## config.mk

```make
export PLATFORM = sky130hd
export DESIGN_NAME = string_fifo_loader
export DESIGN_NICKNAME = d
export VERILOG_FILES = /design/src/rtl/string_fifo_loader.sv
export SDC_FILE = /design/constraint.sdc
export NUM_CORES = 1
export LEC_CHECK = 0
export BUFFER_PORTS_ARGS = -buffer_cell sky130_fd_sc_hd__buf_2
export CAP_MARGIN = 5
export CORE_UTILIZATION = 46
export DETAILED_ROUTE_END_ITERATION = 12
export PLACE_DENSITY = 0.76
export SLEW_MARGIN = 20
export SYNTH_ARGS = -nofsm -noshare
export SYNTH_HDL_FRONTEND = slang
export SYNTH_SLANG_ARGS = --single-unit
export TNS_END_PERCENT = 20
```

## constraint.sdc

```tcl
create_clock -name clk -period 1.8 [get_ports clk]
set_input_delay 0.36 -clock clk [delete_from_list [all_inputs] [get_ports clk]]
set_output_delay 0.36 -clock clk [all_outputs]
set_load 0.02 [all_outputs]
```

## src/rtl/string_fifo_loader.sv

```systemverilog
// string_fifo_loader: copies word_count 32-bit words from a contiguous source
// region into a string FIFO slave's data register over an Avalon-MM master.
// Latency: with zero wait states each word costs one RD plus one WR cycle; an
// accepted command adds one FIN cycle (and one FLUSH write when
// STRING_LOADER_FLUSH_EN is defined). Backpressure: every bus phase holds its
// address/control/data steady while avm_waitrequest is high.
//
// Ports:
//   clk, reset (async, active low)    -- clock and block reset
//   start, src_addr, dst_addr,        -- command strobe and operands, only
//   word_count                        --   sampled while idle
//   busy, done, error                 -- status: not idle / completion pulse /
//                                     --   reject pulse (count too large)
//   avm_*                             -- Avalon-MM master port
//
// Build option: define STRING_LOADER_FLUSH_EN to clear the target FIFO (write 0
// to its status/clear register) before every accepted non-empty transfer.
// Without it the words are appended to whatever the FIFO already holds.

module string_fifo_loader #(
    parameter int MAX_WORDS       = 8,
    parameter int FIFO_STATUS_OFS = 8
) (
    input  logic        clk,
    input  logic        reset,
    input  logic        start,
    input  logic [31:0] src_addr,
    input  logic [31:0] dst_addr,
    input  logic [3:0]  word_count,
    output logic        busy,
    output logic        done,
    output logic        error,
    output logic [31:0] avm_address,
    output logic        avm_read,
    output logic        avm_write,
    output logic [31:0] avm_writedata,
    input  logic [31:0] avm_readdata,
    input  logic        avm_waitrequest
);

    localparam logic [31:0] MAX_W    = 32'(MAX_WORDS);
    localparam logic [31:0] STAT_OFS = 32'(FIFO_STATUS_OFS);

`ifdef STRING_LOADER_FLUSH_EN
    typedef enum logic [2:0] {
        S_IDLE  = 3'd0,
        S_FLUSH = 3'd1,
        S_RD    = 3'd2,
        S_WR    = 3'd3,
        S_FIN   = 3'd4
    } state_t;
`else
    typedef enum logic [2:0] {
        S_IDLE  = 3'd0,
        S_RD    = 3'd2,
        S_WR    = 3'd3,
        S_FIN   = 3'd4
    } state_t;
`endif

    state_t      state_q, state_d;
    logic [31:0] src_q,   src_d;     // source pointer, wraps modulo 2^32
    logic [31:0] dst_q,   dst_d;     // FIFO data register address
    logic [3:0]  rem_q,   rem_d;     // words still to move
    logic [31:0] data_q,  data_d;    // word in flight between RD and WR
    logic        err_q,   err_d;

    logic        cnt_too_big;
    logic        cnt_zero;

    assign cnt_too_big = {28'd0, word_count} > MAX_W;
    assign cnt_zero    = (word_count == 4'd0);

    // ------------------------------------------------------------------
    // State and datapath registers
    // ------------------------------------------------------------------
    always_ff @(posedge clk or negedge reset) begin
        if (!reset) begin
            state_q <= S_IDLE;
            src_q   <= 32'd0;
            dst_q   <= 32'd0;
            rem_q   <= 4'd0;
            data_q  <= 32'd0;
            err_q   <= 1'b0;
        end else begin
            state_q <= state_d;
            src_q   <= src_d;
            dst_q   <= dst_d;
            rem_q   <= rem_d;
            data_q  <= data_d;
            err_q   <= err_d;
        end
    end

    // ------------------------------------------------------------------
    // Next-state logic
    // ------------------------------------------------------------------
    always_comb begin
        state_d = state_q;
        src_d   = src_q;
        dst_d   = dst_q;
        rem_d   = rem_q;
        data_d  = data_q;
        err_d   = 1'b0;

        unique case (state_q)
            S_IDLE: begin
                // Operands are captured on every start, including rejected
                // ones; a rejected command simply never leaves IDLE.
                if (start) begin
                    src_d = src_addr;
                    dst_d = dst_addr;
                    rem_d = word_count;
                    if (cnt_too_big) begin
                        err_d = 1'b1;
                    end else if (cnt_zero) begin
                        state_d = S_FIN;
                    end else begin
`ifdef STRING_LOADER_FLUSH_EN
                        state_d = S_FLUSH;
`else
                        state_d = S_RD;
`endif
                    end
                end
            end

`ifdef STRING_LOADER_FLUSH_EN
            S_FLUSH: begin
                if (!avm_waitrequest) begin
                    state_d = S_RD;
                end
            end
`endif

            S_RD: begin
                if (!avm_waitrequest) begin
                    data_d  = avm_readdata;
                    state_d = S_WR;
                end
            end

            S_WR: begin
                if (!avm_waitrequest) begin
                    src_d   = src_q + 32'd4;
                    rem_d   = rem_q - 4'd1;
                    // rem_q==1 means this write was the last word
                    state_d = (rem_q == 4'd1) ? S_FIN : S_RD;
                end
            end

            S_FIN: begin
                state_d = S_IDLE;
            end

            default: begin
                state_d = S_IDLE;
            end
        endcase
    end

    // ------------------------------------------------------------------
    // Outputs: decoded from registered state only, so they cannot move
    // while waitrequest stalls a phase and drop to 0 the instant reset
    // forces IDLE.
    // ------------------------------------------------------------------
    always_comb begin
        avm_address   = 32'd0;
        avm_read      = 1'b0;
        avm_write     = 1'b0;
        avm_writedata = 32'd0;

        unique case (state_q)
`ifdef STRING_LOADER_FLUSH_EN
            S_FLUSH: begin
                avm_write   = 1'b1;
                avm_address = dst_q + STAT_OFS;
            end
`endif
            S_RD: begin
                avm_read    = 1'b1;
                avm_address = src_q;
            end
            S_WR: begin
                avm_write     = 1'b1;
                avm_address   = dst_q;
                avm_writedata = data_q;
            end
            default: begin
                avm_address   = 32'd0;
            end
        endcase
    end

    assign busy  = (state_q != S_IDLE);
    assign done  = (state_q == S_FIN);
    assign error = err_q;

endmodule

```

==> results.py, run 1 <==
metrics = {
    "timing": {
        "final-hold-violation-count": 0,
        "rsz0062_at_grt": "true",
        "finalWorstSetupSlack_ns": -0.319,
        "holdWs_ns": 0.194,
        "min_period_ns": 2.12,
        "setup-tns-final_ns": -18.44,
        "relSlewSlack_pct": 75.1,
        "final_max_slew_viol_count": 0,
        "finalSetupViolations": 108,
        "tightest_slew_ns": 0.369,
        "finClkSkew_ns": 0.00657,
        "fmax_mhz": 472,
        "fin_crit_sh_pct": 118,
    },
    "placement": {
        "placed_area_um2": 6720,
        "gp_congestion": 0.911,
        "dp_hpwl_um": 11500,
        "io_buffers": 172,
    },
    "final_layout": {
        "diodes": 0,
        "n_fill_cell": 879,
        "register_area_um2": 2610,
        "nNetsFinal": 882,
        "drive_above_1_share_pct": 40.1,
        "multi_input_area_um2": 2700,
        "area_growth_pct": 41.1,
        "final_area_um2": 7620,
    },
    "floorplanning": {
        "ios": 173,
        "core_um2": 11400,
        "start_util_pct": 47.3,
        "fp-row-count": 39,
        "die_h_um": 110,
        "die-area_um2": 12200,
        "fp.dieW_um": 110,
    },
    "synth": {
        "syn_nets": 685,
        "yosysMostFrequentCell": "nand2_1",
        "synth_warnings": 0,
        "synth_common_cells": "nand2_1, dfrtp_1, and2_1",
        "syn_area_um2": 5400,
        "ys_types": 57,
        "ys.flop_type": "dfrtp_1",
        "syn_area_per_cell_um2": 9.34,
        "syn_inst": 578,
        "synth-seq-area-share_pct": 48.2,
        "yosysTopAreaCellShare_pct": 48.2,
        "yosys.area.top_type": "dfrtp_1",
        "yosys_register_bits": 104,
        "synth_edf_count": 0,
        "async_reset_ff_share_pct": 100,
        "synthTopCellsByArea": "dfrtp_1, nand2_1, mux2_2, a22o_1, and2_1",
    },
    "detailed_routing": {
        "remaining_drc_errors": 0,
        "antenna_left": 0,
        "avgRoutedWirePerCell_um": 18.6,
        "drtIter0Drc": 354,
        "routed_wl_um": 17200,
        "detail_route.vias_per_cell": 5.70,
        "vias": 5265,
        "firstDrtPassIters": 5,
    },
    "power_and_ir_drop": {
        "power_density_nw_per_um2": 2110,
        "ir_worst_vdd_mv": 1.42,
        "intPower_w": 0.00926,
        "p_sw_share_pct": 42.5,
        "p_switching_w": 0.00684,
        "leakagePower_nw": 3.63,
        "seq_power_share_pct": 26.7,
        "p_comb_share_pct": 61.6,
        "pwr-share-clk_pct": 11.7,
    },
    "run": {
        "max_cap_viol_count": 0,
    },
    "global_route": {
        "grt_pass1_vias": 5217,
        "grt_first_pass_wirelength_um": 26300,
        "grt_overflow": 0,
        "grt_max_degree": 45,
        "grt_usage_pct": 28.6,
        "antenna_found_initial": 0,
    },
    "worst_setup_path": {
        "ff2ff_path_depth": 6,
        "cp-start-kind": "flop",
        "worstSetupStartpoint": "state_q[0]",
        "reg2reg_to": "data_q[11]",
        "crit_path_end": "avm_address[18]",
        "timing.rr.start": "state_q[0]",
        "endpoint_kind": "output port",
        "reg2reg_slack_ns": -0.12,
        "crit_required_ns": 1.44,
        "worst-path-max-fanout": 9,
        "path_class": "flop to output port",
        "worst_ep_arrival_time_ns": 1.76,
    },
    "hold_path": {
        "hp-class": "input port to flop",
        "worstHoldStart": "dst_addr[19]",
    },
    "cts": {
        "cts.reportedPaths.clkPinSlew_ns": 0.07,
        "clockBufferDepth": 2,
        "cts-buffers-inserted": 9,
        "insertion_delay_ns": 0.35,
        "htree_levels": 3,
        "cts-root-buf": "clkbuf_16",
        "cts_tree": "yes",
        "cts.sinks": 104,
    },
    "outcome": {
        "violations": "negative setup slack",
        "status": "complete, but fails checks",
    },
}
[stage by stage]
stage          power [W]  instances  setup slack, ns  utilization [%]
2_1_floorplan    0.00929        578         -0.00425                -
3_3_place_gp      0.0119        897           0.0170             58.9
3_5_place_dp      0.0121        897           -0.111             58.9
4_1_cts           0.0154        922           -0.265             64.9
5_1_grt           0.0170        923           -0.376             66.7
6_report          0.0161        923           -0.319             66.7
[cell families (layout without fill, tap and decap cells)]
family	after synthesis	after routing	share of synthesized area (%)
and+or+nand+nor	261	261	23.1
AOI/OAI and AO/OA	119	119	15.9
DFF	104	104	48.2
buffers and inverters	52	254	4.15
muxes	38	38	7.79
adders and majority gates	3	3	0.696
xor gates and xnor gates	1	1	0.162
[worst min path at each step]
| stage | cells after the start | slack, ns | end |
|---|---|---|---|
| 2_1_floorplan | 0 | 0.06 | data_q[0] |
| 3_3_place_gp | 1 | 0.24 | src_q[10] |
| 3_5_place_dp | 1 | 0.25 | src_q[9] |
| 4_1_cts | 3 | 0.19 | dst_q[19] |
| 5_1_grt | 3 | 0.19 | dst_q[19] |
| 6_report | 3 | 0.19 | dst_q[19] |
[critical path, stage by stage, from the launching register on]
cell and delay (ns):
dfrtp_2 0.42, buf_6 0.13, nor3b_4 0.19, buf_6 0.20, buf_12 0.15, a22o_1 0.18, buf_6 0.13
[cells in the final DEF, fill, tap and decap left out, drive strengths merged, types with 2 or more instances in the layout]
| cell type | count |
|---|---|
| nor3b | 2 |
| a22oi | 2 |
| a31oi | 3 |
| mux2i | 6 |
| a32oi | 3 |
| o21a | 2 |
| nand2b | 2 |
| ha | 3 |
| o21ai | 15 |
| clkbuf | 11 |
| and4 | 3 |
| a22o | 32 |
| mux2 | 32 |
| a21oi | 24 |
| a311oi | 4 |
| o311ai | 2 |
| or3 | 2 |
| inv | 10 |
| buf | 230 |
| o211ai | 2 |
| a2bb2oi | 5 |
| a21o | 2 |
| nor2 | 25 |
| a221o | 2 |
| dfrtp | 104 |
| nand4 | 8 |
| nand3 | 15 |
| and2 | 35 |
| nand2 | 140 |
| o22ai | 11 |
| a211oi | 5 |
| nor3 | 10 |
| nor4 | 4 |
| and3 | 7 |
[per-layer routing]
| layer | vias to the layer above | track usage (%) | share of wire [%] |
|---|---|---|---|
| met5 | - | 0 | 0 |
| met4 | 0 | 9.40 | 1.6 |
| li1 | 2429 | - | - |
| met2 | 254 | 46.2 | 49 |
| met3 | 24 | 5.29 | 8.0 |
| met1 | 2558 | 38.7 | 41 |
[what timing repair did]
item,4_1_cts,5_1_grt
cloned,2,1
setup endpoints to repair,121,139
pin swaps,5,18
hold endpoints to repair,12,0
hold buffers,1,0
resized for setup,96,57
setup buffers,6,0
[layout make-up]
| type | instances | area share [%] |
|---|---|---|
| Clock buffer | 10 | 3.01 |
| Clock inverter | 6 | 0.657 |
| Inverter | 6 | 0.296 |
| Multi-Input combinational cell | 422 | 35.4 |
| Sequential cell | 104 | 34.2 |
| Tap cell | 143 | 2.35 |
| Timing Repair Buffer | 232 | 24.1 |
[flip-flops by register name, summed over array words and instances, names as in the netlist]
| name | cells |
|---|---|
| rem_q | 4 |
| state_q | 3 |
| error | 1 |
| src_q | 32 |
| data_q | 32 |
| dst_q | 32 |
[power by group through the flow]
stage                     combinational (W)  clock (W)  sequential [W]
after floorplan                     0.00522          0         0.00407
after global placement              0.00765          0         0.00421
after detailed placement            0.00783          0         0.00428
after CTS                           0.00927    0.00191         0.00424
after global routing                 0.0105    0.00199         0.00444
final                               0.00991    0.00188         0.00431
No activity file was read; power rests on OpenSTA's default activity.
==> run 2: changes to the inputs <==
Settings changed: PLACE_DENSITY 0.76 to unset, PLACE_DENSITY_LB_ADDON set to 0.3.
==> run 2 against run 1 <==
  * The flow still finishes with violations (negative setup slack)
  * Setup slack got worse by 0.012 ns
  * Fmax decreased by 0.57%
  * Core utilization increased by 0.58 points
  * Highest routed layer unchanged
==> results.py, run 2 (same netlist as run 1, synthesis figures left out) <==
metrics = {
    "floorplanning": {
        "ios": 173,
        "fp-row-count": 39,
        "start_util_pct": 47.3,
        "core_um2": 11400,
        "die-area_um2": 12200,
        "die_h_um": 110,
        "fp.dieW_um": 110,
    },
    "worst_setup_path": {
        "path_buf_inv": 4,
        "path_class": "flop to output port",
        "slowest_stage": "dfrtp_1",
        "cp-start-kind": "flop",
        "crit_chain": "buf_6, nor3b_4, buf_6, buf_16, a22o_1, buf_6",
        "endpoint_kind": "output port",
        "crit_required_ns": 1.44,
        "crit_family": "buffers and inverters",
        "worst_ep_arrival_time_ns": 1.77,
        "ff2ff_path_depth": 7,
        "timing.rr.start": "state_q[2]",
        "worst-path-max-fanout": 8,
        "reg2reg_slack_ns": -0.29,
        "reg2reg_to": "state_q[2]",
        "crit_top_cell": "buf_6",
        "max_stage_delay_ns": 0.41,
        "worstSetupStartpoint": "state_q[2]",
    },
    "run": {
        "max_cap_viol_count": 0,
    },
    "timing": {
        "setup-tns-final_ns": -27.20,
        "fin_crit_sh_pct": 118,
        "finalWorstSetupSlack_ns": -0.331,
        "min_period_ns": 2.13,
        "finClkSkew_ns": 0.00637,
        "fmax_mhz": 469,
        "final_max_slew_viol_count": 0,
        "holdWs_ns": 0.188,
        "finalSetupViolations": 165,
        "rsz0062_at_grt": "true",
        "tightest_slew_ns": 0.454,
        "relSlewSlack_pct": 69.3,
        "final-hold-violation-count": 0,
    },
    "global_route": {
        "grt_usage_pct": 29.1,
        "antenna_found_initial": 0,
        "grt_pass1_vias": 5176,
        "grt_overflow": 0,
        "grt_first_pass_wirelength_um": 26300,
        "grt_max_degree": 45,
    },
    "placement": {
        "gp_congestion": 0.894,
        "dp_hpwl_um": 12000,
        "io_buffers": 172,
    },
    "final_layout": {
        "area_growth_pct": 42.4,
        "top_regs": "data_q: 32 flops, dst_q: 32 flops, src_q: 32 flops",
        "final_common_cell": "nand2_1",
        "nNetsFinal": 891,
        "final_cell_mix": "nand2_1, buf_2, dfrtp_1, buf_4, buf_6",
        "diodes": 0,
        "drive_above_1_share_pct": 39.0,
    },
    "cts": {
        "cts.sinks": 104,
        "cts_tree": "yes",
        "insertion_delay_ns": 0.36,
        "cts.reportedPaths.clkPinSlew_ns": 0.07,
        "cts-root-buf": "clkbuf_16",
        "clockBufferDepth": 2,
        "htree_levels": 3,
        "cts-buffers-inserted": 9,
    },
    "hold_path": {
        "hp-class": "input port to flop",
        "worstHoldPathCells": 3,
        "holdPathEnd": "dst_q[10]",
        "worstHoldStart": "dst_addr[10]",
    },
    "power_and_ir_drop": {
        "leakagePower_nw": 3.70,
        "power_density_nw_per_um2": 2160,
        "ir_worst_vdd_mv": 1.28,
    },
    "detailed_routing": {
        "remaining_drc_errors": 0,
        "firstDrtPassIters": 5,
        "antenna_left": 0,
        "vias": 5385,
        "drtIter0Drc": 409,
        "avgRoutedWirePerCell_um": 19.2,
        "routed_wl_um": 17900,
        "detail_route.vias_per_cell": 5.78,
    },
    "outcome": {
        "status": "complete, but fails checks",
        "violations": "negative setup slack",
    },
}
[run 2: changes by cell type in the layout (fill, tap and decap cells not counted), moves of 3 or more]
cell    delta
and2_2     +3
and2_4     -7
buf_2      +9
nor3_2     -3
mux2_2     -4
and2_1     +4
mux2_4     +4
nor3_1     +3
[run 2: area by class of cell]
type                    count  area (um^2)
clock inverters             4         53.8
well taps                 143          179
flip-flops and latches    104         2600
repair buffers            241         1920
fillers                   888         3740
inverters                   6         25.0
clock buffers              11          243
multi-input cells         422         2660
[run 2: worst max path at each step]
| stage | end | slack, ns | depth (start not counted) |
|---|---|---|---|
| 6_report | avm_address[30] | -0.33 | 6 |
| 5_1_grt | state_q[2] | -0.35 | 7 |
| 4_1_cts | avm_address[19] | -0.27 | 6 |
| 3_5_place_dp | src_q[17] | -0.08 | 6 |
| 3_3_place_gp | src_q[30] | 0.01 | 4 |
| 2_1_floorplan | src_q[30] | -0.004 | 6 |
[run 2: timing repair]
item / 4_1_cts / 5_1_grt
pin swaps: 18 / 21
resized for setup: 113 / 15
setup buffers: 5 / 5
endpoints found under the hold margin: 24 / 0
hold buffers: 1 / 0
setup endpoints to repair: 110 / 163
cloned: 2 / 3
[run 2: metrics by stage]
stage	setup slack, ns	instances	instance area (um^2)	util, %	power, W
2_1_floorplan	-0.00425	578	5410	-	0.00929
3_3_place_gp	0.0124	901	6780	59.4	0.0121
3_5_place_dp	-0.0819	901	6780	59.4	0.0124
4_1_cts	-0.265	924	7520	65.9	0.0160
5_1_grt	-0.354	931	7680	67.3	0.0173
6_report	-0.331	931	7680	67.3	0.0166
[run 2: metal layers]
layer  global-route usage, %  wire (um)  up-vias
met5                       0          0        -
met4                    16.1        691        0
met3                    7.35       1440       48
met2                    46.3       8630      291
li1                        -          -     2459
met1                    36.2       7110     2587
[run 2: tightest hold or removal path: stages]
cell,delay [ns]
buf_2,0.07
nand2_1,0.04
nand2_1,0.04
[run 2: report_power, final]
group | switching, W | leakage (nW) | internal (W) | total (W)
Sequential | 0.000822 | 1.24 | 0.00347 | 0.00430
Combinational | 0.00522 | 2.32 | 0.00500 | 0.0102
Clock | 0.000923 | 0.138 | 0.00112 | 0.00204
Total | 0.00696 | 3.70 | 0.00959 | 0.0166
